$ cat config.mk
export PLATFORM = sky130hd
export DESIGN_NAME = dram_arbiter
export DESIGN_NICKNAME = d
export VERILOG_FILES = /design/src/rtl/dram_arbiter.sv
export SDC_FILE = /design/constraint.sdc
export NUM_CORES = 1
export LEC_CHECK = 0
export ABC_AREA = 1
export CAP_MARGIN = 30
export CORE_MARGIN = 2
export CORE_UTILIZATION = 40
export CTS_BUF_LIST = sky130_fd_sc_hd__clkbuf_8
export CTS_CLUSTER_SIZE = 40
export DETAILED_ROUTE_END_ITERATION = 6
export MAX_ROUTING_LAYER = met4
export PLACE_DENSITY_LB_ADDON = 0.3
export RECOVER_POWER = 25
export SETUP_SLACK_MARGIN = 0.15
export SLEW_MARGIN = 10
export SYNTH_ARGS = -nofsm -noshare
export SYNTH_HDL_FRONTEND = slang
export SYNTH_SLANG_ARGS = --single-unit
$ cat constraint.sdc
create_clock -name i_clk -period 4.4 [get_ports i_clk]
set_clock_uncertainty 0.05 [all_clocks]
set_input_delay 1.32 -clock i_clk [delete_from_list [all_inputs] [get_ports i_clk]]
set_output_delay 1.32 -clock i_clk [all_outputs]
set_load 0.005 [all_outputs]
$ cat src/rtl/dram_arbiter.sv
// dram_arbiter: two-port arbiter/sequencer in front of the single-port data RAM.
// Port 0 is the core LSU and port 1 is DMA/debug. Each port owns a one-entry
// response slot, so a stalled consumer never loses load data and never blocks
// the other port.
module dram_arbiter #(
    parameter int XLEN       = 32,
    parameter int LINES      = 64,
    parameter int FIXED_PRIO = 0
) (
    input  logic                 i_clk,
    input  logic                 i_rst,
    input  logic [1:0]           i_req_valid,
    output logic [1:0]           o_req_ready,
    input  logic [1:0]           i_req_we,
    input  logic [1:0][XLEN-1:0] i_req_addr,
    input  logic [1:0][XLEN-1:0] i_req_wdata,
    output logic [1:0]           o_rsp_valid,
    input  logic [1:0]           i_rsp_ready,
    output logic [1:0][XLEN-1:0] o_rsp_rdata,
    output logic [1:0]           o_rsp_err,
    output logic [XLEN-1:0]      o_mem_addr,
    output logic                 o_mem_load,
    output logic                 o_mem_store,
    output logic [XLEN-1:0]      o_mem_wdata,
    input  logic [XLEN-1:0]      i_mem_rdata
);

    localparam logic [1:0] S_FREE = 2'd0;
    localparam logic [1:0] S_INFL = 2'd1;
    localparam logic [1:0] S_HELD = 2'd2;
    localparam logic [XLEN-1:0] LINES_W = XLEN'(LINES);

    logic [1:0][1:0]      r_slot;
    logic [1:0][1:0]      w_slot_nxt;
    logic [1:0]           r_infl_err;
    logic [1:0][XLEN-1:0] r_hold_data;
    logic [1:0]           r_hold_err;
    logic                 r_last;       // port granted most recently
    logic [1:0]           w_elig;
    logic [1:0]           w_gnt;
    logic                 w_sel;
    logic                 w_inrange;
    logic [1:0]           w_ld_gnt;

    // Eligibility and single-winner grant; gated off while reset is held
    always_comb begin
        w_gnt = 2'b00;
        for (int p = 0; p < 2; p++) begin
            w_elig[p] = i_req_valid[p] &
                        (i_req_we[p] | (r_slot[p] == S_FREE) |
                         ((r_slot[p] != S_FREE) & i_rsp_ready[p]));
        end
        if (i_rst) begin
            if (FIXED_PRIO != 0) begin
                if (w_elig[0])      w_gnt = 2'b01;
                else if (w_elig[1]) w_gnt = 2'b10;
            end else if (&w_elig) begin
                // the port that did not win last time goes first
                w_gnt = r_last ? 2'b01 : 2'b10;
            end else begin
                w_gnt = w_elig;
            end
        end
        w_sel     = w_gnt[1];
        w_inrange = i_req_addr[w_sel] < LINES_W;
        w_ld_gnt  = w_gnt & ~i_req_we;
    end

    // RAM command: one access per cycle, nothing for out-of-range addresses
    always_comb begin
        o_req_ready = w_gnt;
        o_mem_addr  = '0;
        o_mem_load  = 1'b0;
        o_mem_store = 1'b0;
        o_mem_wdata = '0;
        if ((|w_gnt) && w_inrange) begin
            o_mem_addr = i_req_addr[w_sel];
            if (i_req_we[w_sel]) begin
                o_mem_store = 1'b1;
                o_mem_wdata = i_req_wdata[w_sel];
            end else begin
                o_mem_load = 1'b1;
            end
        end
    end

    // Slot state register
    always_ff @(posedge i_clk) begin
        if (!i_rst) r_slot <= {S_FREE, S_FREE};
        else        r_slot <= w_slot_nxt;
    end

    // Slot next-state: a new load always wins, otherwise drain or hold
    always_comb begin
        for (int p = 0; p < 2; p++) begin
            case (r_slot[p])
                S_INFL:  w_slot_nxt[p] = i_rsp_ready[p] ? S_FREE : S_HELD;
                S_HELD:  w_slot_nxt[p] = i_rsp_ready[p] ? S_FREE : S_HELD;
                default: w_slot_nxt[p] = S_FREE;
            endcase
            if (w_ld_gnt[p]) w_slot_nxt[p] = S_INFL;
        end
    end

    // Slot outputs: live RAM data while in flight, hold register afterwards
    always_comb begin
        for (int p = 0; p < 2; p++) begin
            o_rsp_valid[p] = 1'b0;
            o_rsp_rdata[p] = '0;
            o_rsp_err[p]   = 1'b0;
            case (r_slot[p])
                S_INFL: begin
                    o_rsp_valid[p] = 1'b1;
                    o_rsp_err[p]   = r_infl_err[p];
                    o_rsp_rdata[p] = r_infl_err[p] ? '0 : i_mem_rdata;
                end
                S_HELD: begin
                    o_rsp_valid[p] = 1'b1;
                    o_rsp_err[p]   = r_hold_err[p];
                    o_rsp_rdata[p] = r_hold_data[p];
                end
                default: ;
            endcase
        end
    end

    // Error tag for the load in flight and capture of unconsumed data
    always_ff @(posedge i_clk) begin
        if (!i_rst) begin
            r_infl_err  <= '0;
            r_hold_data <= '0;
            r_hold_err  <= '0;
        end else begin
            for (int p = 0; p < 2; p++) begin
                if (w_ld_gnt[p]) r_infl_err[p] <= ~w_inrange;
                if (r_slot[p] == S_INFL && !i_rsp_ready[p]) begin
                    r_hold_data[p] <= o_rsp_rdata[p];
                    r_hold_err[p]  <= o_rsp_err[p];
                end
            end
        end
    end

    // Round-robin pointer; reset value makes port 0 win the first tie
    always_ff @(posedge i_clk) begin
        if (!i_rst)      r_last <= 1'b1;
        else if (|w_gnt) r_last <= w_sel;
    end

endmodule

* Yosys cells after proc, flatten, opt, wreduce, memory -nomap -nowiden
Cells that the tools add are included.
** Word-level totals
- Flip-flop bits (word level) :: 73
- Output and inout bits :: 136
- Word-level logic and storage cells :: 76
** Cells by class
- Magnitude comparators :: 2
- Equal/unequal tests :: 4
- Mux-type cells :: 30
- Bitwise gates (word level) :: 14
- Reduce and logical (&&, ||, !) cells :: 15
** Operators with widths (count)
- 2-to-1 mux 32 bit :: 9
- one-hot mux 32 bit (2 select lines) :: 2
- less-than comparator 32 x 7 -> 1 bit (second input constant) :: 1
- 2-to-1 mux 1 bit :: 12
- 2-to-1 mux 2 bit :: 5
- OR reduction 2 bit :: 3
- OR reduction 3 bit :: 2
- bitwise AND 1 bit :: 4
- equality test 2 x 1 -> 1 bit (second input constant) :: 2
- equality test 2 bit (second input constant) :: 2
- zero test 2 bit :: 2
- NOT 1 bit :: 4
- OR 1 bit :: 4
- one-hot mux 1 bit (2 select lines) :: 2
- nonzero test 2 bit :: 2
- logical AND 1 bit :: 3
- bitwise AND 2 bit :: 1
- zero test 1 bit :: 2
- less-than comparator 1 x 2 -> 1 bit (second input constant) :: 1
- NOT 2 bit :: 1
- AND reduction 2 bit :: 1

* Depth between registers and ports, before layout
Gate-level depths: netlist of run 1.
- Depth after elaboration :: 12
- Depth in mapped cells :: 18
- Gate-level depth less buffers :: 16

* Least setup slack after synthesis of run 1
No wires, ideal clock.
- Path type :: input-to-output
- From :: in i_rsp_ready[1]
- To :: out o_mem_wdata[10]
- Arrival time :: 2.860 ns
- Required time :: 3.030 ns
- Slack :: 0.170 ns
- Stages :: 15
- Cells stage by stage :: inv_1 > nand2_1 > nand2_1 > nor2_8 > nand2_2 > buf_6 > buf_6 > o21ai_1 > nand2_1 > nor2_1 > nand2_1 > nor2_4 > nand4_4 > buf_6 > nor2_2
** Between the ends
- Longest elaborated chain between the ends :: 11
** RTL lines
- from (decl) :: RTL line 18 : input logic [1:0] i_rsp_ready,
- bitwise AND 1 bit * :: RTL line 51 : ((r_slot[p] != S_FREE) & i_rsp_ready[p]));
- OR 1 bit * :: RTL line 50 : (i_req_we[p] | (r_slot[p] == S_FREE) |
- bitwise AND 1 bit * :: RTL line 49 : w_elig[p] = i_req_valid[p] &
- AND reduction 2 bit :: RTL line 57 : end else if (&w_elig) begin
- 2-to-1 mux 2 bit * :: RTL line 57
- 2-to-1 mux 2 bit * :: RTL line 53 : if (i_rst) begin
- 2-to-1 mux 32 bit (implied by the code) (2 in series) :: RTL line 65 : w_inrange = i_req_addr[w_sel] < LINES_W;
- less-than comparator 32 x 7 -> 1 bit :: RTL line 65
- logical AND 1 bit :: RTL line 76 : if ((|w_gnt) && w_inrange) begin
- 2-to-1 mux 32 bit * :: RTL line 76
- to (decl) :: RTL line 24 : output logic [XLEN-1:0] o_mem_wdata,
Mark *: on every way between the ends. The rest lies on a longest branch, timed or not. The select of a mux whose other input is x is not followed.

* Final worst setup path of run 1
- From :: in i_req_we[1]
- To :: out o_mem_wdata[18]
** Between the ends
- Longest elaborated chain between the ends :: 11
** RTL lines
- from (decl) :: RTL line 14 : input logic [1:0] i_req_we,
- OR 1 bit (2 in series) :: RTL line 50
- bitwise AND 1 bit :: RTL line 49
- AND reduction 2 bit :: RTL line 57
- 2-to-1 mux 2 bit :: RTL line 57
- 2-to-1 mux 2 bit :: RTL line 53
- 2-to-1 mux 32 bit (implied by the code) (2 in series) :: RTL line 65
- less-than comparator 32 x 7 -> 1 bit :: RTL line 65
- logical AND 1 bit :: RTL line 76
- 2-to-1 mux 32 bit * :: RTL line 76
Marks and branches as above.

==> results of run 1 <==
## power by group
group	switching [mW]	internal [mW]	total (mW)
clock network	0.250	0.464	0.714
registers	0.00976	0.681	0.691
logic	0.200	0.232	0.432
## synthesized netlist by cell type (all sizes together)
cell,instances,share of area (%)
nand2,312,22
inv,177,12
o21ai,139,13
a21oi,74,6.8
dfxtp,73,27
nor2,49,5.2
clkbuf,44,3.1
buf,42,5.7
nand3b,17,2.4
ha,6,1.4
nand3,6,0.65
nand4,4,0.74
conb,1,0.069
o211ai,1,0.14
## through the flow
step	hold WS, ns	setup TNS (ns)	cell area, sq um
final	0.497	-7.52	9130
after global routing	0.522	-12.59	9130
after CTS	0.499	-9.26	8990
after detailed placement	0.477	-35.35	8280
after global placement	0.468	-34.04	8280
after floorplan	0.447	0	5500
## state kept, by name, summed over array words and instances, names as in the netlist
register and flops:
r_hold_data 64, r_hold_err 2, r_infl_err 2, r_last 1, r_slot 4
## cells in the final DEF, fill, tap and decap left out, drive strengths merged
cell type and count:
buf 98, o21ai 139, dfxtp 73, bufbuf 2, clkdlybuf4s15 2, nor2 49, diode 2, clkbuf 12
nand3 6, clkinv 1, inv 176, nand4 4, nand3b 17, clkinvlp 1, o211ai 1, a21oi 74
dlygate4sd2 2, nand2 312, bufinv 4, conb 26, clkdlybuf4s50 229, ha 6
## metal layers
layer	wire length, um	vias to the layer above	part of all wire (%)	GRT usage (%)
met5	0	-	0	-
met4	818	0	3.9	11.3
met3	1730	47	8.2	5.94
met2	9900	274	47	45.5
met1	8650	3046	41	35.6
li1	-	3404	-	-
## final cells by class
type	instances	area, sq um	area share [%]
antenna	2	5.00	0.0548
clock buffer	11	151	1.66
clock inverter	5	125	1.37
inverter	177	671	7.35
multi-input combinational	634	3150	34.5
sequential	73	1460	16.0
tap	176	220	2.41
timing repair buffer	334	3340	36.6
## worst max path at each step
stage | cells after the start | to | from
after floorplan | 15 | o_mem_wdata[10] | i_rsp_ready[1]
after global placement | 16 | o_mem_addr[0] | i_rsp_ready[1]
after detailed placement | 16 | o_mem_addr[2] | i_rsp_ready[1]
after CTS | 19 | o_mem_wdata[18] | i_req_we[1]
after global routing | 20 | o_mem_wdata[13] | i_req_we[1]
final | 18 | o_mem_wdata[18] | i_req_we[1]
## cells by family after synthesis
| kind of cell | after synthesis | synth area share, % |
|---|---|---|
| AO/OA/AOI/OAI | 214 | 19.8 |
| flip-flops | 73 | 27.0 |
| buffers and inverters | 263 | 21.0 |
| adder cells (fa/ha/maj) | 6 | 1.39 |
| other | 1 | 0.0693 |
| AND/OR/NAND/NOR | 388 | 30.7 |
## timing repair
item                       4_1_cts  5_1_grt
cloned                           8        1
buffers inserted                17        1
gates resized for setup        243       24
pin swaps                       18       11
setup endpoints to repair       42       40
## worst max-delay path, delay by kind of cell
kind                   cells  cell delay (ns)
buffers and inverters      8             1.00
AND/OR/NAND/NOR           10             0.96
==> reports/summary.txt, run 1 <==
Outcome: complete, but fails checks
Failing checks: negative setup slack
Distinct cell type count after synthesis: 25
Reg-to-reg endpoint: r_infl_err[1]
Total CTS buffers: 9
# nets final: 1403
Min-delay src: r_hold_data[54]
CP Data Required Time: 3.03 ns
Final Hold Fails: 0
DR vias: 6771
Worst VDD drop: 198 uV
Worst-margin pin slew: 0.606 ns
Clock H-tree levels: 3
Reg clk slew, reported paths: 0.07 ns
FP Rows: 42
Crit Path Class: primary input to output pin
Largest net degree at the start of global routing: 70
Register area share after synthesis: 27.0%
Critical Path, Cell by Cell: buf_6, nor2_4, nand2_4, nand2_4, nor2_8, nand2_8, buf_12, clkbuf_16, clkinvlp_4, nand2_1, nand4_1, nor2_4, nand4_4, buf_6, buf_16, buf_12, nor2_2, buf_2
Hold EP: r_hold_data[54]
Slew Limit Fails: 0
Worst R2R Path Depth: 19
Post-layout util: 68.9%
Later-pin clock latency in the skew report: 0.34 ns
Final global-route overflow total: 0
Crit path max fanout: 7
Synth Cell Area: 5410 sq um
Final Power: 1.84 mW
# fillers: 1155
Period utilization: 106%
Gpl congestion: 0.877
Hold Buf Count CTS: 0
Hold depth: 2
Final min period: 4.65 ns
Max_slew headroom: 59.6%
Die Area: 14500 sq um
Pre-CTS setup slack: -1.06 ns
Non-filler cells, final: 1412
Yosys reg bits: 73
Root Buffer: clkbuf_8
Clock buffer depth: 2
Leakage: 4.68 nW
Post-Syn Area per Cell: 5.72 sq um
Ys Warns: 0
F_max: 0.215 GHz
IO Pins: 304
Number of antenna violations at the first check in global routing: 2
Power Dens Cells: 201 nW/um^2
Layout cells sized above 1: 14.3%
CP Data Arrival Time: 3.28 ns
Starting Density: 40.8%
Vias in the first global route: 6199
Setup violations, final: 40
Flop-to-flop setup slack: 2.01 ns
Unrepaired setup endpoints after global routing: yes
HPWL after detailed placement: 14300 um
Placed Cells incl. Taps: 1367
Chip height: 120 um
Number of I/O port buffers: 277
R2r startpoint: r_slot[2]
Drt drc: 0
Detailed Route WL: 21100 um
Via-per-instance ratio: 4.80
Min-Delay Path Class: register to register
Initial DRT Pass Iterations: 6
Routed len/inst: 14.9 um
P&R area growth vs syn: 68.7%
CP max-delay cell: nor2_4
Routed Antenna Nets: 0
Final worst setup slack: -0.253 ns
Gate Count Post-Synth: 945
Core area: 13200 sq um
Crit path largest cell delay: 0.18 ns
Clock sink total: 73
Worst setup SP type: primary input
CTS tree: yes
Max-Cap Viols: 0
Die Wd: 120 um
Initial detailed-routing violation count: 396
First-pass GRT wire length: 32200 um
Worst Setup End Kind: output pin
Tot GR Track Use: 28.6%
Power figures use the tool's default switching activity.
==> inputs of run 2 (changes only) <==
--- a/config.mk
+++ b/config.mk
@@ -7,7 +7,7 @@
 export LEC_CHECK = 0
 export ABC_AREA = 1
 export CAP_MARGIN = 30
-export CORE_MARGIN = 2
+export CORE_MARGIN = 3
 export CORE_UTILIZATION = 40
 export CTS_BUF_LIST = sky130_fd_sc_hd__clkbuf_8
 export CTS_CLUSTER_SIZE = 40
==> reports/summary.txt, run 2 (same netlist as run 1, synthesis figures left out) <==
CP Data Arrival Time: 3.45 ns
Final min period: 4.82 ns
Gpl congestion: 0.854
Root Buffer: clkbuf_8
Worst setup SP type: primary input
Initial detailed-routing violation count: 503
Min-Delay Path Class: register to register
Outcome: complete, but fails checks
Post-layout util: 69.7%
Clock sink total: 73
Dpl cell area: 8340 sq um
Worst-margin pin slew: 2.53 ns
Power Dens Cells: 184 nW/um^2
Pre-CTS setup slack: -1.11 ns
Initial DRT Pass Iterations: 5
Setup violations, final: 40
Max-Cap Viols: 1
Detailed Route WL: 21400 um
Hold Buf Count CTS: 0
Worst Setup End Kind: output pin
Largest net degree at the start of global routing: 70
Max_slew headroom: -68.8%
Chip height: 122 um
WHS: 0.494 ns
Routed len/inst: 15.2 um
Power Internal: 1.20 mW
Clock share of power: 32.8%
Leakage: 4.66 nW
F_max: 0.208 GHz
P&R area growth vs syn: 66.7%
Later-pin clock latency in the skew report: 0.35 ns
Die Wd: 122 um
Register area: 1460 sq um
Final worst setup slack: -0.416 ns
# nets final: 1407
Unrepaired setup endpoints after global routing: yes
# fillers: 1118
CTS tree: yes
First-pass GRT wire length: 31700 um
Most frequent cells in the layout: nand2_1 (305), clkdlybuf4s50_1 (229), inv_1 (172)
Clock H-tree levels: 3
Period utilization: 109%
HPWL after detailed placement: 14900 um
Final Hold Fails: 0
Layout cells sized above 1: 14.6%
Die Area: 15000 sq um
Crit Path Class: primary input to output pin
Crit path max fanout: 6
Register share of total power: 41.6%
Reg clk slew, reported paths: 0.07 ns
Total CTS buffers: 9
Commonest non-fill, non-tap cell in the layout: nand2_1
Largest registers: r_hold_data (64), r_slot (4)
Number of antenna violations at the first check in global routing: 1
Setup TNS: -13.92 ns
Final global-route overflow total: 0
Drt drc: 0
Failing checks: max-capacitance violations, max-slew violations, negative setup slack
Largest register by flop count: r_hold_data
Sw power: 461 uW
Starting Density: 41.8%
Max FFs per register: 64
Clock buffer depth: 2
DR vias: 6784
Routed Antenna Nets: 0
Via-per-instance ratio: 4.81
Net Sw Frac: 27.8%
Part of the power in combinational logic: 25.6%
Flop-to-flop setup slack: 1.82 ns
Worst VDD drop: 200 uV
Slew Limit Fails: 70
FP Rows: 41
IO Pins: 304
Area of the multi-input gates: 3120 sq um
Tot GR Track Use: 27.4%
Fin area: 9020 sq um
Vias in the first global route: 6177
Core area: 12900 sq um
Number of I/O port buffers: 277
CP Data Required Time: 3.03 ns
[run 2: cell types whose count changed in the layout (fill, tap and decap cells not counted), moves of 3 or more]
cell / before / now
a21oi_2: 1 / 4
buf_2: 35 / 39
bufinv_16: 4 / 1
nor2_1: 8 / 11
nor2_4: 27 / 24
[run 2: final timing paths]
path,from,end,depth (start not counted)
setup / recovery,i_req_we[1],o_mem_wdata[24],21
hold / removal,r_hold_data[51],r_hold_data[51],2
setup reg to reg,r_slot[2],r_infl_err[1],23
hold reg to reg,r_hold_data[51],r_hold_data[51],2
[run 2: area by class of cell]
| cell class | count | area share (%) |
|---|---|---|
| clock inverters | 5 | 0.597 |
| flip-flops and latches | 73 | 16.2 |
| well taps | 172 | 2.39 |
| diodes | 1 | 0.0278 |
| repair buffers | 338 | 37.0 |
| inverters | 177 | 7.49 |
| clock buffers | 11 | 1.68 |
| multi-input cells | 634 | 34.6 |
[run 2: routing by layer]
| metal | up-vias | GRT usage, % | routed length [um] |
|---|---|---|---|
| li1 | 3409 | - | - |
| met1 | 3061 | 33.0 | 8740 |
| met2 | 276 | 44.1 | 10300 |
| met3 | 38 | 6.73 | 1690 |
| met4 | 0 | 11.3 | 658 |
| met5 | - | - | 0 |
[run 2: power by group through the flow]
stage	Clock [mW]	Combinational, mW	Sequential, mW
final	0.545	0.424	0.691
after global placement	0	0.379	0.705
after detailed placement	0	0.380	0.706
after floorplan	0	0.181	0.704
after CTS	0.554	0.412	0.691
after global routing	0.582	0.463	0.693
[run 2: critical path: stages]
cell and delay [ns]:
buf_6 0.10, nor2_4 0.11, nand2_4 0.07, nand2_4 0.08, nor2_8 0.06, nand2_8 0.09, buf_12 0.11, buf_16 0.11
buf_8 0.11, nand2_1 0.06, nand2_1 0.08, nand2_1 0.07, nor2_1 0.09, nand2_1 0.09, nor2_4 0.14, nand4_4 0.14
buf_6 0.15, buf_6 0.12, buf_16 0.15, nor2_4 0.08, buf_2 0.12
[run 2: per-stage QoR]
step	power [mW]	std cells
2_1_floorplan	0.885	970
3_3_place_gp	1.08	1366
3_5_place_dp	1.09	1366
4_1_cts	1.66	1406
5_1_grt	1.74	1411
6_report	1.66	1411
[run 2: what timing repair did]
item | CTS | global route
setup endpoints to repair | 42 | 40
buffers inserted | 18 | 4
gates resized for setup | 246 | 24
cloned | 6 | 0
pin swaps | 19 | 10
